<file path="src/rtl/mdv_issue_ctrl.sv">
// -----------------------------------------------------------------------------
// mdv_issue_ctrl
//
// Issue controller between the execute stage and the multiply/divide unit.
// Multiply, divide and move-to-HI/LO requests are buffered in a small in-order
// queue. The head entry is sent to the MDV only when the unit is free. The
// controller tracks in-flight latency itself, so mfhi/mflo reads are admitted
// only once HI/LO hold the architectural result. A flush discards queued work
// that has not issued yet.
//
// Ports
//   clk        clock, all state updates on the rising edge
//   reset      synchronous, active-high reset
//   req_valid  request present
//   req_op     0 mult, 1 multu, 2 div, 3 divu, 4 mthi, 5 mtlo, 6 mfhi, 7 mflo
//   req_a/b    operands (req_b unused by mt*)
//   req_ready  request accepted when req_valid && req_ready
//   flush      drop queued entries and the request offered this cycle
//   mdv_start  one-cycle start strobe, arithmetic ops only
//   mdv_op     MDV operation code (see MDV_* below), MDV_NONE when idle
//   mdv_a/b    operands to the MDV, zero when idle (mdv_b is zero for mt*)
//   mdv_busy   MDV busy flag
//   rd_stall   a valid mf* request is being held
//   pend_cnt   queued entries, excluding the op in flight
//
// MDV operation encoding on mdv_op:
//   0 none, 1 mult, 2 multu, 3 div, 4 divu, 5 mthi, 6 mtlo, 7 mfhi, 8 mflo
// -----------------------------------------------------------------------------
module mdv_issue_ctrl #(
  parameter int DEPTH    = 2,
  parameter int MULT_CYC = 5,
  parameter int DIV_CYC  = 10
) (
  input  logic                     clk,
  input  logic                     reset,
  input  logic                     req_valid,
  input  logic [2:0]               req_op,
  input  logic [31:0]              req_a,
  input  logic [31:0]              req_b,
  output logic                     req_ready,
  input  logic                     flush,
  output logic                     mdv_start,
  output logic [3:0]               mdv_op,
  output logic [31:0]              mdv_a,
  output logic [31:0]              mdv_b,
  input  logic                     mdv_busy,
  output logic                     rd_stall,
  output logic [$clog2(DEPTH):0]   pend_cnt
);

  localparam int PW      = $clog2(DEPTH);
  localparam int MAX_CYC = (MULT_CYC > DIV_CYC) ? MULT_CYC : DIV_CYC;
  localparam int CW      = $clog2(MAX_CYC + 2);

  localparam logic [3:0] MDV_NONE = 4'd0;

  // Request codes 0..7 map onto MDV codes 1..8, leaving 0 for "none".
  function automatic logic [3:0] op_code(input logic [2:0] op);
    return {1'b0, op} + 4'd1;
  endfunction

  // Queue storage and state
  logic [2:0]       op_mem [DEPTH];
  logic [31:0]      a_mem  [DEPTH];
  logic [31:0]      b_mem  [DEPTH];

  logic [PW-1:0]    wr_ptr_q, wr_ptr_d;
  logic [PW-1:0]    rd_ptr_q, rd_ptr_d;
  logic [PW:0]      cnt_q, cnt_d;
  logic [CW-1:0]    inflight_q, inflight_d;

  logic             full, empty, unit_free;
  logic             req_is_rd, enq, issue, rd_accept;
  logic [2:0]       head_op;
  logic             head_arith;

  always_comb begin
    // NOTE: every signal assigned here gets a default first, so no path can
    // leave one unassigned and infer a latch.
    full       = (cnt_q == (PW+1)'(DEPTH));
    empty      = (cnt_q == '0);
    unit_free  = (inflight_q == '0) && !mdv_busy;
    req_is_rd  = (req_op[2:1] == 2'b11);

    // Arithmetic/mt* readiness is purely !full; it never looks at a
    // same-cycle issue, which keeps req_ready off the issue path.
    req_ready  = req_is_rd ? (empty && unit_free) : !full;
    rd_stall   = req_valid && req_is_rd && !req_ready;
    rd_accept  = req_valid && req_is_rd && req_ready;
    enq        = req_valid && !req_is_rd && !full && !flush;

    // Issue only looks at registered queue state: no bypass of a request
    // arriving this cycle.
    issue      = !empty && unit_free;
    head_op    = op_mem[rd_ptr_q];
    head_arith = !head_op[2];

    mdv_start  = 1'b0;
    mdv_op     = MDV_NONE;
    mdv_a      = '0;
    mdv_b      = '0;
    if (issue) begin
      mdv_start = head_arith;
      mdv_op    = op_code(head_op);
      mdv_a     = a_mem[rd_ptr_q];
      mdv_b     = head_arith ? b_mem[rd_ptr_q] : '0;
    end else if (rd_accept) begin
      mdv_op    = op_code(req_op);
    end

    wr_ptr_d = wr_ptr_q + PW'(enq);
    rd_ptr_d = rd_ptr_q + PW'(issue);
    cnt_d    = cnt_q + (PW+1)'(enq) - (PW+1)'(issue);
    if (flush) begin
      // An issue this cycle still happens (outputs above); only the
      // remaining queued entries are dropped.
      wr_ptr_d = '0;
      rd_ptr_d = '0;
      cnt_d    = '0;
    end

    // The extra cycle on arithmetic ops covers the HI/LO write after busy
    // falls; mt* needs one cycle for its write to become visible.
    inflight_d = inflight_q;
    if (issue) begin
      unique case (head_op[2:1])
        2'b00:   inflight_d = CW'(MULT_CYC + 1);
        2'b01:   inflight_d = CW'(DIV_CYC + 1);
        default: inflight_d = CW'(1);
      endcase
    end else if (inflight_q != '0) begin
      inflight_d = inflight_q - CW'(1);
    end
  end

  assign pend_cnt = cnt_q;

  // NOTE: queue storage has no reset; an entry is only read after it has
  // been written, and the valid count alone defines occupancy.
  always_ff @(posedge clk) begin
    if (enq) begin
      op_mem[wr_ptr_q] <= req_op;
      a_mem[wr_ptr_q]  <= req_a;
      b_mem[wr_ptr_q]  <= req_b;
    end
  end

  // NOTE: sequential state uses non-blocking assignments so every flop
  // samples the pre-edge values regardless of statement order.
  always_ff @(posedge clk) begin
    if (reset) begin
      wr_ptr_q   <= '0;
      rd_ptr_q   <= '0;
      cnt_q      <= '0;
      inflight_q <= '0;
    end else begin
      wr_ptr_q   <= wr_ptr_d;
      rd_ptr_q   <= rd_ptr_d;
      cnt_q      <= cnt_d;
      inflight_q <= inflight_d;
    end
  end

endmodule

</file>
<file path="config.mk">
export PLATFORM = sky130hd
export DESIGN_NAME = mdv_issue_ctrl
export DESIGN_NICKNAME = d
export VERILOG_FILES = /design/src/rtl/mdv_issue_ctrl.sv
export SDC_FILE = /design/constraint.sdc
export NUM_CORES = 1
export LEC_CHECK = 0
export CAP_MARGIN = 40
export CORE_MARGIN = 10
export CORE_UTILIZATION = 49
export DETAILED_ROUTE_END_ITERATION = 8
export PLACE_DENSITY = 0.8
export SLEW_MARGIN = 10
export SYNTH_ARGS = -nofsm -noshare
export SYNTH_HDL_FRONTEND = slang
export SYNTH_SLANG_ARGS = --single-unit
</file>
<file path="constraint.sdc">
create_clock -name clk -period 3.63 [get_ports clk]
set_input_delay 0.726 -clock clk [delete_from_list [all_inputs] [get_ports clk]]
set_output_delay 0.726 -clock clk [all_outputs]
set_load 0.05 [all_outputs]
</file>
-- After elaboration in Yosys (flattened, before gate mapping)
Memory sizes are Yosys's and may differ from the RTL's. A register that Yosys moved wholly into a read port is not among the register bits.
Cells that the tools add are included.
- register bits after elaboration: 8
- memory bits (writable): 134
- input port bits: 72
- output and inout port bits: 73
- logic and storage cells: 54
- memories kept: 3
- $add $sub $neg: 7
- equal/unequal tests: 3
- mux-type cells: 15
- reductions and logical operators: 22
- memories (memory ; depth ; bits a word ; read ports ; clocked after Yosys merged registers in ; wr ports ; line ; RTL):
    a_mem ; 2 ; 32 ; 1 ; 1 ; 1 ; 64 ; logic [31:0] a_mem [DEPTH];
    b_mem ; 2 ; 32 ; 1 ; 1 ; 1 ; 65 ; logic [31:0] b_mem [DEPTH];
    op_mem ; 2 ; 3 ; 1 ; 1 ; 1 ; 63 ; logic [2:0] op_mem [DEPTH];
- operators with widths (cell ; number):
    2-to-1 mux 32 bit ; 3
    2-to-1 mux 4 bit ; 4
    logical AND 1 bit ; 9
    adder 3 x 1 -> 4 bit (second input constant) ; 2
    case mux 4 bit (2 select lines) ; 1
    zero test 1 bit ; 7
    2-to-1 mux 1 bit ; 7
    == test 2 bit (second input constant) ; 2
    zero test 2 bit ; 2
    zero test 4 bit ; 1
    nonzero test 4 bit ; 1
    subtractor 4 x 1 -> 4 bit (second input constant) ; 1
    adder 1 bit ; 2
    adder 2 x 1 -> 2 bit ; 1
    == test 2 x 1 -> 1 bit (second input constant) ; 1
    nonzero test 2 bit ; 1
    OR reduction 2 bit ; 1
    subtractor 2 x 1 -> 2 bit ; 1

-- Longest topological paths before layout
Gate-level depths: netlist (run 1).
- word-level depth: 7
- depth in mapped cells: 13
- gate-level depth less buffers: 11

-- Least setup slack after synthesis (run 1)
Ideal clock, no wire load.
- path type: reg2reg
- start: reg cnt_q[0] (netlist: pend_cnt[0])
- end: mem a_mem[1][0] (enable)
- setup time: 0.433 ns
- arrival: 2.707 ns
- required time: 3.197 ns
- slack: 0.491 ns
- stages on the path, launching flop included: 5
- buffers on the path: 0
- cells stage by stage: dfxtp_1 nand2b_1 nand4b_1 inv_1 ha_1
- word-level cells in the longest chain between the ends: 6
- RTL lines (item ; line ; RTL):
    from (decl) ; 69 ; logic [PW:0] cnt_q, cnt_d;
    from (signal assigned) ; 159 ; cnt_q <= cnt_d;
    == test 2 bit ; 80 ; full = (cnt_q == (PW+1)'(DEPTH));
    zero test 1 bit ; 90 ; enq = req_valid && !req_is_rd && !full && !flush;
    logical AND 1 bit (2 in a row) ; 90 ;
    2-to-1 mux 1 bit ; 141 ; if (enq) begin
    2-to-1 mux 1 bit (implied by the code) ; 143 ; a_mem[wr_ptr_q] <= req_a;
    to (decl) ; 64 ;
No other way between the ends.

-- Final worst setup path (run 1)
- start: reg inflight_q[0]
- end: out rd_stall
- word-level cells in the longest chain between the ends: 6
- RTL lines (item ; line ; RTL):
    from (decl) ; 70 ; logic [CW-1:0] inflight_q, inflight_d;
    from (signal assigned) ; 160 ; inflight_q <= inflight_d;
    zero test 4 bit ; 82 ; unit_free = (inflight_q == '0) && !mdv_busy;
    logical AND 1 bit ; 82 ;
    logical AND 1 bit ; 87 ; req_ready = req_is_rd ? (empty && unit_free) : !full;
    2-to-1 mux 1 bit ; 87 ;
    zero test 1 bit ; 88 ; rd_stall = req_valid && req_is_rd && !req_ready;
    logical AND 1 bit ; 88 ;
    to (decl) ; 47 ; output logic rd_stall,
No other way between the ends.

==> flow_summary.yaml, run 1 <==
sta:
  setup_violations: 0
  max_freq_ghz: 0.2928
  fin_crit_ns: 3.415
  grt_setup_unrepaired: "no"
  min_period_over_period: 0.9408
  worstMarginPinSlew_ns: 0.5416
  slew-limit-headroom: 0.6389
  fin_setup_tns_ns: 0
  holdWs_ns: 0.5445
  final-hold-violation-count: 0
  finalMaxSlewViolations: 0
  finClkSkew_ns: 0.01630
  setup_ws_ns: 0.2147
floorplanning:
  die_w_microns: 127.6
  fp.coreArea_sq_um: 11370
  start_util: 0.4993
  row_count: 39
  die_area_sq_um: 16290
  ioPinCount: 145
  die_h_microns: 127.6
logic_synthesis:
  synthDistinctLibCells: 37
  synth_xor_area_frac: 0.007714
  netlist.area_leader.share: 0.7088
  synth-adder-area-share: 0.01763
  syn_inst: 358
  synth_seq_cells: 142
  synth_top_family_by_area: "multiplexers"
  synth_compound_area_frac: 0.01896
  mappedNetlistArea_sq_um: 5677
  yosysSeqAreaShare: 0.7371
  syn_avg_cell_area_sq_um: 15.86
  syn-num-nets: 438
  synthSimpleGateAreaFrac: 0.07362
  ys_top_cells_by_count: "134 x edfxtp_1, 69 x nor2_1, 65 x mux2i_1"
  ys.flop_type: "edfxtp_1"
  yosysTopAreaCell: "edfxtp_1"
  yosysMostFrequentCell: "edfxtp_1"
  synth_area_leaders: "edfxtp_1 71%, mux2i_1 11%, nor2_1 4.6%"
  yosysWarnings: 0
  synth_enable_flop_cells: 134
  async_reset_ff_frac: 0
  synthMuxAreaShare: 0.1206
setup_path:
  critPathLaunchType: "flip-flop"
  required_ns: 2.90
  worstSetupPathType: "flip-flop to output port"
  crit_fanout: 6
  arrival_ns: 2.69
  cp-end-kind: "output port"
place:
  gp_congestion: 0.7818
  place_ws_ns: 0.3733
  hpwl_mm: 8.701
  dp_cells: 635
  numPortBuffers: 144
  dpl_cell_area_sq_um: 7540
layout:
  regArea_sq_um: 4188
  stdcell_count: 667
  syn_to_final_growth_pct: 42.91
  layout-drive-gt1-share: 0.2237
  multi_input_area_sq_um: 1379
  post-route-util: 0.7135
  nFillCells: 735
  nets: 591
  final_area_sq_um: 8113
clock_network:
  cts_tree: "done"
  numCtsBuffers: 17
  cts_sinks: 142
  path_clk_slew_ns: 0.06
  htreeDepth: 4
  cts_setup_buffers: 0
  cts.path.max_buffers: 2
  clock_latency_ns: 0.41
  clockRootBuffer: "clkbuf_16"
power_and_ir_drop:
  clkPwrFrac: 0.416
  total_power_mw: 3.953
  intPower_mw: 3.067
  power_density_nw_per_um2: 487.3
  pwr-share-comb: 0.108
  seqPwrFrac: 0.477
  sw_frac_of_total: 0.2242
  leakage_nw: 2.810
  peakVddDrop_mv: 0.3074
  switchingPower_uw: 886.3
global_route:
  grt_use_total: 0.1494
  grt_max_degree: 38
  grt_pass1_wl_mm: 18.91
  grt_overflow_total: 0
  antenna_found_initial: 1
  grt_pass1_vias: 3664
drt:
  vias_per_cell: 5.109
  wl_mm: 12.30
  drt_iter0_markers: 196
  wl_per_cell_microns: 18.44
  drtPass1Iterations: 4
  drc_errors: 0
  num_vias: 3408
  ant_nets: 0
outcome:
  status: "finished clean"
run:
  max-cap-violations: 0
worst_hold_path:
  hold_class: "flip-flop to flip-flop"
==> timing repair <==
action / 4_1_cts / 5_1_grt
setup endpoints to repair: 0 / 1
hold buffers: 0 / 0
resized for setup: 0 / 1
==> cell families (layout without fill, tap and decap cells) <==
kind of cell	Yosys count	after routing
flops	142	142
simple gates	94	94
mux	68	68
buf+inv	25	190
compound gates	16	16
fa+ha+maj	8	8
xor+xnor	5	5
other cells	0	1
==> critical path: stages, from the launching register on <==
cell and delay, ns:
dfxtp_1 0.31, inv_1 0.11, ha_1 0.21, or3b_1 0.46
nor3_1 0.36, a21oi_1 0.13, clkdlybuf4s50_1 0.72
==> worst paths after layout <==
check	startpoint	end	slack (ns)	depth (start not counted)
setup reg to reg	inflight_q[0]	pend_cnt[1]	1.34	11
setup / recovery	inflight_q[0]	rd_stall	0.21	6
hold reg to reg	inflight_q[1]	inflight_q[1]	0.54	1
hold / removal	inflight_q[1]	inflight_q[1]	0.54	1
==> power by group through the flow <==
stage	logic (mW)	clock network [mW]	registers [mW]
after floorplan	0.255	0	1.91
after global placement	0.408	0	1.91
after detailed placement	0.428	0	1.92
after CTS	0.430	1.67	1.88
after global routing	0.462	1.75	1.89
final	0.426	1.64	1.88
==> cells in the final DEF, fill, tap and decap left out, drive strengths merged, types with 4 or more instances in the layout <==
cell type and n:
clkinv 7, nor2 69, nand2 6, a21oi 7, edfxtp 134, ha 8, buf 76, mux2i 65
xnor2 4, clkbuf 18, dfxtp 8, inv 10, clkdlybuf4s50 74, nor3 7
==> flip-flops by register name, indices dropped and copies added, names as in the netlist <==
signal and cells:
rd_ptr_q 1, inflight_q 4, pend_cnt 2, b_mem 64, wr_ptr_q 1, a_mem 64, op_mem 6
==> final cells by class <==
class                      instances  area share
antenna                            1   0.0003085
clock buffer                      18     0.05290
clock inverter                    13     0.01712
inverter                           8    0.004318
multi-input combinational        191      0.1700
sequential                       142      0.5162
tap                              143     0.02205
timing repair buffer             151      0.2171
==> layer usage <==
metal	GRT usage	vias to the layer above	wire (microns)
li1	-	1629	-
met1	0.1634	1658	4731
met2	0.2578	104	6605
met3	0.05211	17	769
met4	0.06424	0	193
met5	0	-	0
(Power assumes the default switching activity.)
==> inputs of run 2 (changes only) <==
--- a/config.mk
+++ b/config.mk
@@ -8,6 +8,7 @@
 export CAP_MARGIN = 40
 export CORE_MARGIN = 10
 export CORE_UTILIZATION = 49
+export CTS_CLUSTER_SIZE = 14
 export DETAILED_ROUTE_END_ITERATION = 8
 export PLACE_DENSITY = 0.8
 export SLEW_MARGIN = 10
==> results of run 2 <==
No change in the layout: final DEF, timing and power equal those of run 1.
==> inputs of run 3 (changes only) <==
--- a/config.mk
+++ b/config.mk
@@ -10,6 +10,7 @@
 export CORE_UTILIZATION = 49
 export CTS_CLUSTER_SIZE = 14
 export DETAILED_ROUTE_END_ITERATION = 8
+export MAX_ROUTING_LAYER = met4
 export PLACE_DENSITY = 0.8
 export SLEW_MARGIN = 10
 export SYNTH_ARGS = -nofsm -noshare
==> flow_summary.yaml, run 3 (synthesis gave the netlist of run 1 again) <==
floorplanning:
  fp.coreArea_sq_um: 11370
  start_util: 0.4993
  row_count: 39
  die_h_microns: 127.6
  die_w_microns: 127.6
  die_area_sq_um: 16290
  ioPinCount: 145
sta:
  setup_violations: 0
  finClkSkew_ns: 0.01174
  holdWs_ns: 0.5443
  slew-limit-headroom: 0.6344
  final-hold-violation-count: 0
  max_freq_ghz: 0.2928
  worstMarginPinSlew_ns: 0.5484
  fin_crit_ns: 3.416
  grt_setup_unrepaired: "no"
  fin_setup_tns_ns: 0
  finalMaxSlewViolations: 0
  setup_ws_ns: 0.2143
  min_period_over_period: 0.9410
clock_network:
  path_clk_slew_ns: 0.06
  cts_tree: "done"
  numCtsBuffers: 17
  cts_setup_buffers: 0
  clock_latency_ns: 0.40
  clockRootBuffer: "clkbuf_16"
  cts.path.max_buffers: 2
  htreeDepth: 4
  cts_sinks: 142
power_and_ir_drop:
  leakage_nw: 2.810
  sw_frac_of_total: 0.2242
  power_density_nw_per_um2: 487.3
  intPower_mw: 3.067
  switchingPower_uw: 886.2
  pwr-share-comb: 0.108
  peakVddDrop_mv: 0.3078
  clkPwrFrac: 0.415
  seqPwrFrac: 0.477
  total_power_mw: 3.953
setup_path:
  crit_fanout: 6
  critPathMaxStageDelay_ns: 0.72
  critPathLaunchType: "flip-flop"
  cp_slowest_cell: "clkdlybuf4s50_1"
  worstSetupPathType: "flip-flop to output port"
  required_ns: 2.90
  arrival_ns: 2.69
  path_cells: "inv_1 -> ha_1 -> or3b_1 -> nor3_1 -> a21oi_1 -> clkdlybuf4s50_1"
  cp-end-kind: "output port"
  rr_worst_depth: 11
global_route:
  grt_pass1_wl_mm: 18.84
  grt_overflow_total: 0
  grt_pass1_vias: 3664
  antenna_found_initial: 1
  grt_max_degree: 38
  grt_use_total: 0.1536
drt:
  wirelength_met1_mm: 4.883
  highest_layer: "met4"
  wl_met2_mm: 6.598
  wl_met3_microns: 621
  wl_mm: 12.30
  num_vias: 3400
  drc_errors: 0
  drtPass1Iterations: 5
  ant_nets: 0
  drt_iter0_markers: 186
  wl_per_cell_microns: 18.43
  vias_per_cell: 5.097
layout:
  final_area_sq_um: 8113
  syn_to_final_growth_pct: 42.91
  final_cell_mix: "134 x edfxtp_1, 74 x clkdlybuf4s50_1, 69 x nor2_1"
  reg.largest.list: "a_mem: 64 flops, b_mem: 64 flops, op_mem: 6 flops"
  nets: 591
  layout_commonest_cell: "edfxtp_1"
  layout-drive-gt1-share: 0.2237
worst_hold_path:
  hold_path_depth: 1
  hold_class: "flip-flop to flip-flop"
place:
  place_ws_ns: 0.3733
  numPortBuffers: 144
  hpwl_mm: 8.701
  gp_congestion: 0.7925
  dpl_cell_area_sq_um: 7540
run:
  max-cap-violations: 0
outcome:
  status: "finished clean"
## run 3: cell counts in the layout (fill, tap and decap cells not counted)
Identical to the previous run, type by type.
## run 3: layout make-up
class / instances / area, sq um
diodes: 1 / 2.502
repair buffers: 151 / 1762
fillers: 735 / 3257
clock inverters: 13 / 138.9
well taps: 143 / 178.9
clock buffers: 18 / 429.2
flip-flops and latches: 142 / 4188
inverters: 8 / 35.03
multi-input cells: 191 / 1379
## run 3: power groups by stage
stage               registers (mW)  logic [mW]  clock network [mW]
floorplan                     1.91       0.255                   0
global placement              1.91       0.408                   0
detailed placement            1.92       0.428                   0
CTS                           1.88       0.430                1.67
global route                  1.89       0.462                1.75
finish                        1.88       0.427                1.64
## run 3: final timing paths
check	startpoint	end	slack (ns)
setup reg to reg	inflight_q[0]	pend_cnt[1]	1.34
hold reg to reg	inflight_q[1]	inflight_q[1]	0.54
setup / recovery	inflight_q[0]	rd_stall	0.21
hold / removal	inflight_q[1]	inflight_q[1]	0.54
## run 3: routing by layer
metal | vias up | global-route usage
li1 | 1629 | -
met1 | 1641 | 0.1689
met2 | 112 | 0.2587
met3 | 18 | 0.04012
met4 | 0 | 0.06623
met5 | - | -
## run 3: worst max-delay path: cells and delay by family, from the launching register on
kind	cells	cell delay (ns)
buffers and inverters	2	0.83
and+or+nand+nor	2	0.82
DFF	1	0.31
adders and majority gates	1	0.21
AOI/OAI and AO/OA	1	0.13
## run 3: timing repair
item | 4_1_cts | 5_1_grt
resized for setup | 0 | 1
endpoints found under the setup margin | 0 | 1
hold buffers | 0 | 0
## run 3: stage by stage
stage | utilization | cells
global placement | 0.6631 | 635
global route | 0.7135 | 667
detailed placement | 0.6631 | 635
CTS | 0.7131 | 666
floorplan | - | 358
finish | 0.7135 | 667
